==> config.mk <==
export PLATFORM = sky130hd
export DESIGN_NAME = rvfi_trace_fifo
export DESIGN_NICKNAME = d
export VERILOG_FILES = /design/src/rtl/rvfi_trace_fifo.sv
export SDC_FILE = /design/constraint.sdc
export NUM_CORES = 2
export LEC_CHECK = 0
export ABC_CLOCK_PERIOD_IN_PS = 18260
export CAP_MARGIN = 20
export CORE_MARGIN = 2
export CORE_UTILIZATION = 40
export CTS_CLUSTER_SIZE = 12
export DETAILED_ROUTE_END_ITERATION = 7
export PLACE_DENSITY = 0.59
export SYNTH_ARGS = -nofsm -noshare
export SYNTH_HDL_FRONTEND = slang
export SYNTH_SLANG_ARGS = --single-unit
==> constraint.sdc <==
create_clock -name clk -period 18.26 [get_ports clk]
set_clock_uncertainty 0.05 [all_clocks]
set_input_delay 3.652 -clock clk [delete_from_list [all_inputs] [get_ports clk]]
set_output_delay 3.652 -clock clk [all_outputs]
set_load 0.1 [all_outputs]
==> src/rtl/rvfi_trace_fifo.sv <==
// RVFI retirement capture FIFO with a valid/ready drain port and sticky
// PC/order continuity checking of every retirement the core reports.
module rvfi_trace_fifo #(
  parameter int DEPTH = 16,
  parameter int CNT_W = 16
) (
  input  logic                     clk,
  input  logic                     rst_n,
  input  logic                     flush,
  input  logic                     rvfi_valid,
  input  logic [63:0]              rvfi_order,
  input  logic [31:0]              rvfi_insn,
  input  logic                     rvfi_trap,
  input  logic                     rvfi_halt,
  input  logic                     rvfi_intr,
  input  logic [31:0]              rvfi_pc_rdata,
  input  logic [31:0]              rvfi_pc_wdata,
  input  logic [4:0]               rvfi_rd_addr,
  input  logic [31:0]              rvfi_rd_wdata,
  output logic                     trc_valid,
  input  logic                     trc_ready,
  output logic [166:0]             trc_data,
  output logic [$clog2(DEPTH):0]   level,
  output logic [CNT_W-1:0]         overflow_cnt,
  output logic                     pc_err,
  output logic                     order_err,
  output logic [31:0]              err_pc,
  output logic                     halted
);
  localparam int AW = $clog2(DEPTH);
  localparam int TW = 167;

  logic [AW:0]      wr_ptr_q, wr_ptr_d, rd_ptr_q, rd_ptr_d;
  logic [CNT_W-1:0] ovf_q, ovf_d;
  logic [31:0]      exp_pc_q, exp_pc_d, err_pc_q, err_pc_d;
  logic [63:0]      exp_ord_q, exp_ord_d;
  logic             have_prev_q, have_prev_d;
  logic             pc_err_q, pc_err_d, order_err_q, order_err_d;
  logic             halted_q, halted_d;
  logic [TW-1:0]    mem_q [DEPTH];

  logic full, empty, push, pop, drop, pc_bad, ord_bad;
  logic [TW-1:0] entry;

  assign entry = {rvfi_trap, rvfi_intr, rvfi_rd_addr, rvfi_insn, rvfi_pc_rdata,
                  rvfi_pc_wdata, rvfi_rd_wdata, rvfi_order[31:0]};

  // Extra wrap bit on the pointers distinguishes full from empty.
  assign empty = (wr_ptr_q == rd_ptr_q);
  assign full  = (wr_ptr_q[AW] != rd_ptr_q[AW]) &&
                 (wr_ptr_q[AW-1:0] == rd_ptr_q[AW-1:0]);
  assign pop   = trc_valid & trc_ready;
  assign push  = rvfi_valid & (!full | pop);
  assign drop  = rvfi_valid & full & !pop;

  assign trc_valid    = !empty;
  assign trc_data     = empty ? '0 : mem_q[rd_ptr_q[AW-1:0]];
  assign level        = wr_ptr_q - rd_ptr_q;
  assign overflow_cnt = ovf_q;
  assign pc_err       = pc_err_q;
  assign order_err    = order_err_q;
  assign err_pc       = err_pc_q;
  assign halted       = halted_q;

  always_comb begin
    wr_ptr_d    = wr_ptr_q;
    rd_ptr_d    = rd_ptr_q;
    ovf_d       = ovf_q;
    exp_pc_d    = exp_pc_q;
    exp_ord_d   = exp_ord_q;
    have_prev_d = have_prev_q;
    pc_err_d    = pc_err_q;
    order_err_d = order_err_q;
    err_pc_d    = err_pc_q;
    halted_d    = halted_q;
    pc_bad      = 1'b0;
    ord_bad     = 1'b0;
    if (flush) begin
      wr_ptr_d    = '0;
      rd_ptr_d    = '0;
      ovf_d       = '0;
      exp_pc_d    = '0;
      exp_ord_d   = '0;
      have_prev_d = 1'b0;
      pc_err_d    = 1'b0;
      order_err_d = 1'b0;
      err_pc_d    = '0;
      halted_d    = 1'b0;
    end else begin
      if (push) wr_ptr_d = wr_ptr_q + 1'b1;
      if (pop)  rd_ptr_d = rd_ptr_q + 1'b1;
      if (drop && ovf_q != {CNT_W{1'b1}}) ovf_d = ovf_q + 1'b1;
      // Checker sees every retirement, including ones the buffer drops.
      if (rvfi_valid) begin
        if (have_prev_q) begin
          pc_bad  = (rvfi_pc_rdata != exp_pc_q) & !rvfi_intr;
          ord_bad = (rvfi_order != exp_ord_q) | halted_q;
          pc_err_d    = pc_err_q | pc_bad;
          order_err_d = order_err_q | ord_bad;
          if (!(pc_err_q | order_err_q) && (pc_bad | ord_bad))
            err_pc_d = rvfi_pc_rdata;
        end
        exp_pc_d    = rvfi_pc_wdata;
        exp_ord_d   = rvfi_order + 64'd1;
        have_prev_d = 1'b1;
        halted_d    = halted_q | rvfi_halt;
      end
    end
  end

  always_ff @(posedge clk or negedge rst_n) begin
    if (!rst_n) begin
      wr_ptr_q    <= '0;
      rd_ptr_q    <= '0;
      ovf_q       <= '0;
      exp_pc_q    <= '0;
      exp_ord_q   <= '0;
      have_prev_q <= 1'b0;
      pc_err_q    <= 1'b0;
      order_err_q <= 1'b0;
      err_pc_q    <= '0;
      halted_q    <= 1'b0;
    end else begin
      wr_ptr_q    <= wr_ptr_d;
      rd_ptr_q    <= rd_ptr_d;
      ovf_q       <= ovf_d;
      exp_pc_q    <= exp_pc_d;
      exp_ord_q   <= exp_ord_d;
      have_prev_q <= have_prev_d;
      pc_err_q    <= pc_err_d;
      order_err_q <= order_err_d;
      err_pc_q    <= err_pc_d;
      halted_q    <= halted_d;
    end
  end

  // Storage needs no reset: nothing is visible unless the pointers say so.
  always_ff @(posedge clk) begin
    if (push && !flush) mem_q[wr_ptr_q[AW-1:0]] <= entry;
  end
endmodule
==> impl_metrics.ini <==
[route]
wl_per_cell_um = 29.9
drt_iter0_drc = 5380
drc = 0
firstDrtPassIters = 5
viasPerCell = 5.59
ant_nets = 0
wirelength_mm = 282
vias = 52800

[cells_and_area]
layout-drive-gt1-share = 0.251
fin_cells = 9455
syn_to_final_growth_pct = 17.0
fillers = 22600
nNetsFinal = 5717
final_util = 0.469
fin_area_um2 = 130000

[die]
die_area_um2 = 281000
num_rows = 193
initial_core_util = 0.401
core_um2 = 276000
die_w_um = 530
die_h_um = 530
io_pins = 429

[worst_setup_path]
reg2reg_from = rd_ptr_q[2]$_DFFE_PN0P_
cp.arrival_ns = 7.28
cp-end-kind = output pin
worstReg2RegEnd = mem_q[15][62]$_DFFE_PP_
slowest_stage = clkdlybuf4s50_1
slowest_delay_ns = 0.97
r2r_slack_ns = 12.42
cp-start-kind = flop
worst_path_most_repeated_cell = buf_4
crit_path_max_fanout = 45
r2r_cells = 10
critPathKind = reg2out
crit_chain = buf_4 -> buf_4 -> buf_4 -> buf_4 -> mux4_2 -> mux4_2 -> and2_1 -> clkdlybuf4s50_1
crit_required_ns = 14.56

[sta]
tns_ns = 0
hold_violations = 0
period_needed_ns = 10.98
max_freq_mhz = 91.0
whs_ns = 0.477
rsz0062_at_grt = no
slew_violations = 0
period_share = 0.602
worst-slew-pin-transition_ns = 1.38
slew_headroom = 0.0832
setup_viol = 0

[grt]
grt_pass1_wl_mm = 403
grt_pass1_vias = 54800
grtUsageTotal = 0.200
grt_overflow = 0
grt_start_max_net_pins = 141
antenna_found_initial = 32

[synth]
synth-warning-count = 0
synth_most_common_cell = edfxtp_1
synth_seq_area_share = 0.760
synthArstFlopShare = 0.0558
synth.net_count = 5107
synthCells = 4890
synth_commonest_cells = edfxtp_1 (2672), mux4_2 (835), and2_1 (170)
yosys.area.top_type = edfxtp_1
netlist_top_cells_area = edfxtp_1 (72%), mux4_2 (17%), dfrtp_1 (3.6%), xnor2_1 (1.0%), and2_1 (0.96%)
yosys.cell_types.count = 60
avgSynthCellArea_um2 = 22.6
ys_ff_latch = 2830
synth_edf_count = 2672
synth_area_um2 = 111000
yosys_most_used_dff = edfxtp_1
synth_top_area_frac = 0.725

[clocking]
cts_setup_buffers = 0
cts_tree = built
cts-buffers-inserted = 312
cts_resized = 0
cts.path.max_buffers = 4
insertion_delay_ns = 0.91
root_buffer = clkbuf_16
cts.sinks = 2830
hold_buffers = 0
htreeDepth = 5
cts.clk_slew.worst_paths_ns = 0.06

[job]
drv_cap = 0

[min_path]
min_path_cells = 2
hold_end = have_prev_q$_DFFE_PN0P_
hp-class = reg2reg
worstHoldStart = have_prev_q$_DFFE_PN0P_

[placement]
dpl-instance-area_um2 = 120000
gp_congestion = 0.768
place_hpwl_mm = 144
dp_cells = 8888
port_buffers = 428

[power]
clkPwrFrac = 0.371
switchingPower_w = 0.00445
p_int_w = 0.0117
p_comb_frac = 0.182
p_leak_nw = 40.1
swShare = 0.276
power.share.sequential = 0.447
ir_drop_v = 0.0000724
power.density_nw_per_um2 = 124

[run_status]
status = complete, no violations
registers in the layout, indices dropped and copies added, names as in the netlist:
register,cells
err_pc,32
exp_ord_q,64
exp_pc_q,32
halted,1
have_prev_q,1
mem_q,2672
order_err,1
overflow_cnt,16
pc_err,1
rd_ptr_q,5
wr_ptr_q,5
worst max-delay path by stage:
stage / from / end / slack [ns]
floorplan: rvfi_valid / mem_q[0][0]$_DFFE_PP_ / 1.52
global placement: rd_ptr_q[0]$_DFFE_PN0P_ / trc_data[139] / 7.82
detailed placement: rd_ptr_q[0]$_DFFE_PN0P_ / trc_data[132] / 7.81
CTS: rd_ptr_q[0]$_DFFE_PN0P_ / trc_data[132] / 6.86
global route: rd_ptr_q[0]$_DFFE_PN0P_ / trc_data[132] / 6.56
finish: rd_ptr_q[0]$_DFFE_PN0P_ / trc_data[132] / 7.28
area by class of cell:
cell class	count	area, µm²	share of cell area
clock buffer	411	8300	0.0641
sequential	2830	84200	0.650
antenna	16	40.0	0.000309
timing repair buffer	557	5590	0.0432
multi-input combinational	1764	25300	0.195
clock inverter	137	1330	0.0103
tap	3705	4640	0.0358
inverter	35	139	0.00107
stage by stage:
step                power (W)  worst slack, ns
floorplan             0.00948             1.52
global placement       0.0103             7.82
detailed placement     0.0103             7.81
CTS                    0.0163             6.86
global route           0.0166             6.56
finish                 0.0161             7.28
power groups by stage:
stage	clock [W]	sequential (W)	combinational (W)
finish	0.00599	0.00720	0.00293
global route	0.00636	0.00721	0.00307
CTS	0.00611	0.00720	0.00298
detailed placement	0	0.00734	0.00297
global placement	0	0.00734	0.00294
floorplan	0	0.00736	0.00213
logic make-up after synthesis:
kind of cell	share of synthesized area
compound gates	0.00747
simple gates	0.0305
flops	0.760
buf+inv	0.0123
mux	0.176
xor+xnor	0.0119
fa+ha+maj	0.00142
per-layer routing:
layer	track usage	routed length (µm)
met3	0.0270	16100
met5	0	170
met1	0.280	119000
met2	0.329	139000
met4	0.0546	7420
worst max-delay path, delay by kind of cell (launching register included):
| family | cells | cell delay, ns |
|---|---|---|
| buffers and inverters | 5 | 4.23 |
| flip-flops | 1 | 0.75 |
| AND/OR/NAND/NOR | 1 | 0.18 |
| multiplexers | 2 | 1.11 |
cell usage in the layout, fill, tap and decap left out, types with 18 or more instances in the layout:
cell,n
clkinv_1,56
nor2_1,135
xor2_1,22
clkbuf_16,316
buf_12,23
dfrtp_1,155
nor3_1,19
inv_1,33
buf_4,115
nand4_1,36
clkdlybuf4s50_1,412
clkinv_2,34
bufinv_16,18
and2_1,170
nand2b_1,77
clkbuf_1,91
a211oi_1,50
xnor2_1,129
nand3_1,24
mux2i_1,68
nand2_1,32
edfxtp_1,2672
mux4_2,835
Note: power is estimated with default switching activity, not from simulation.
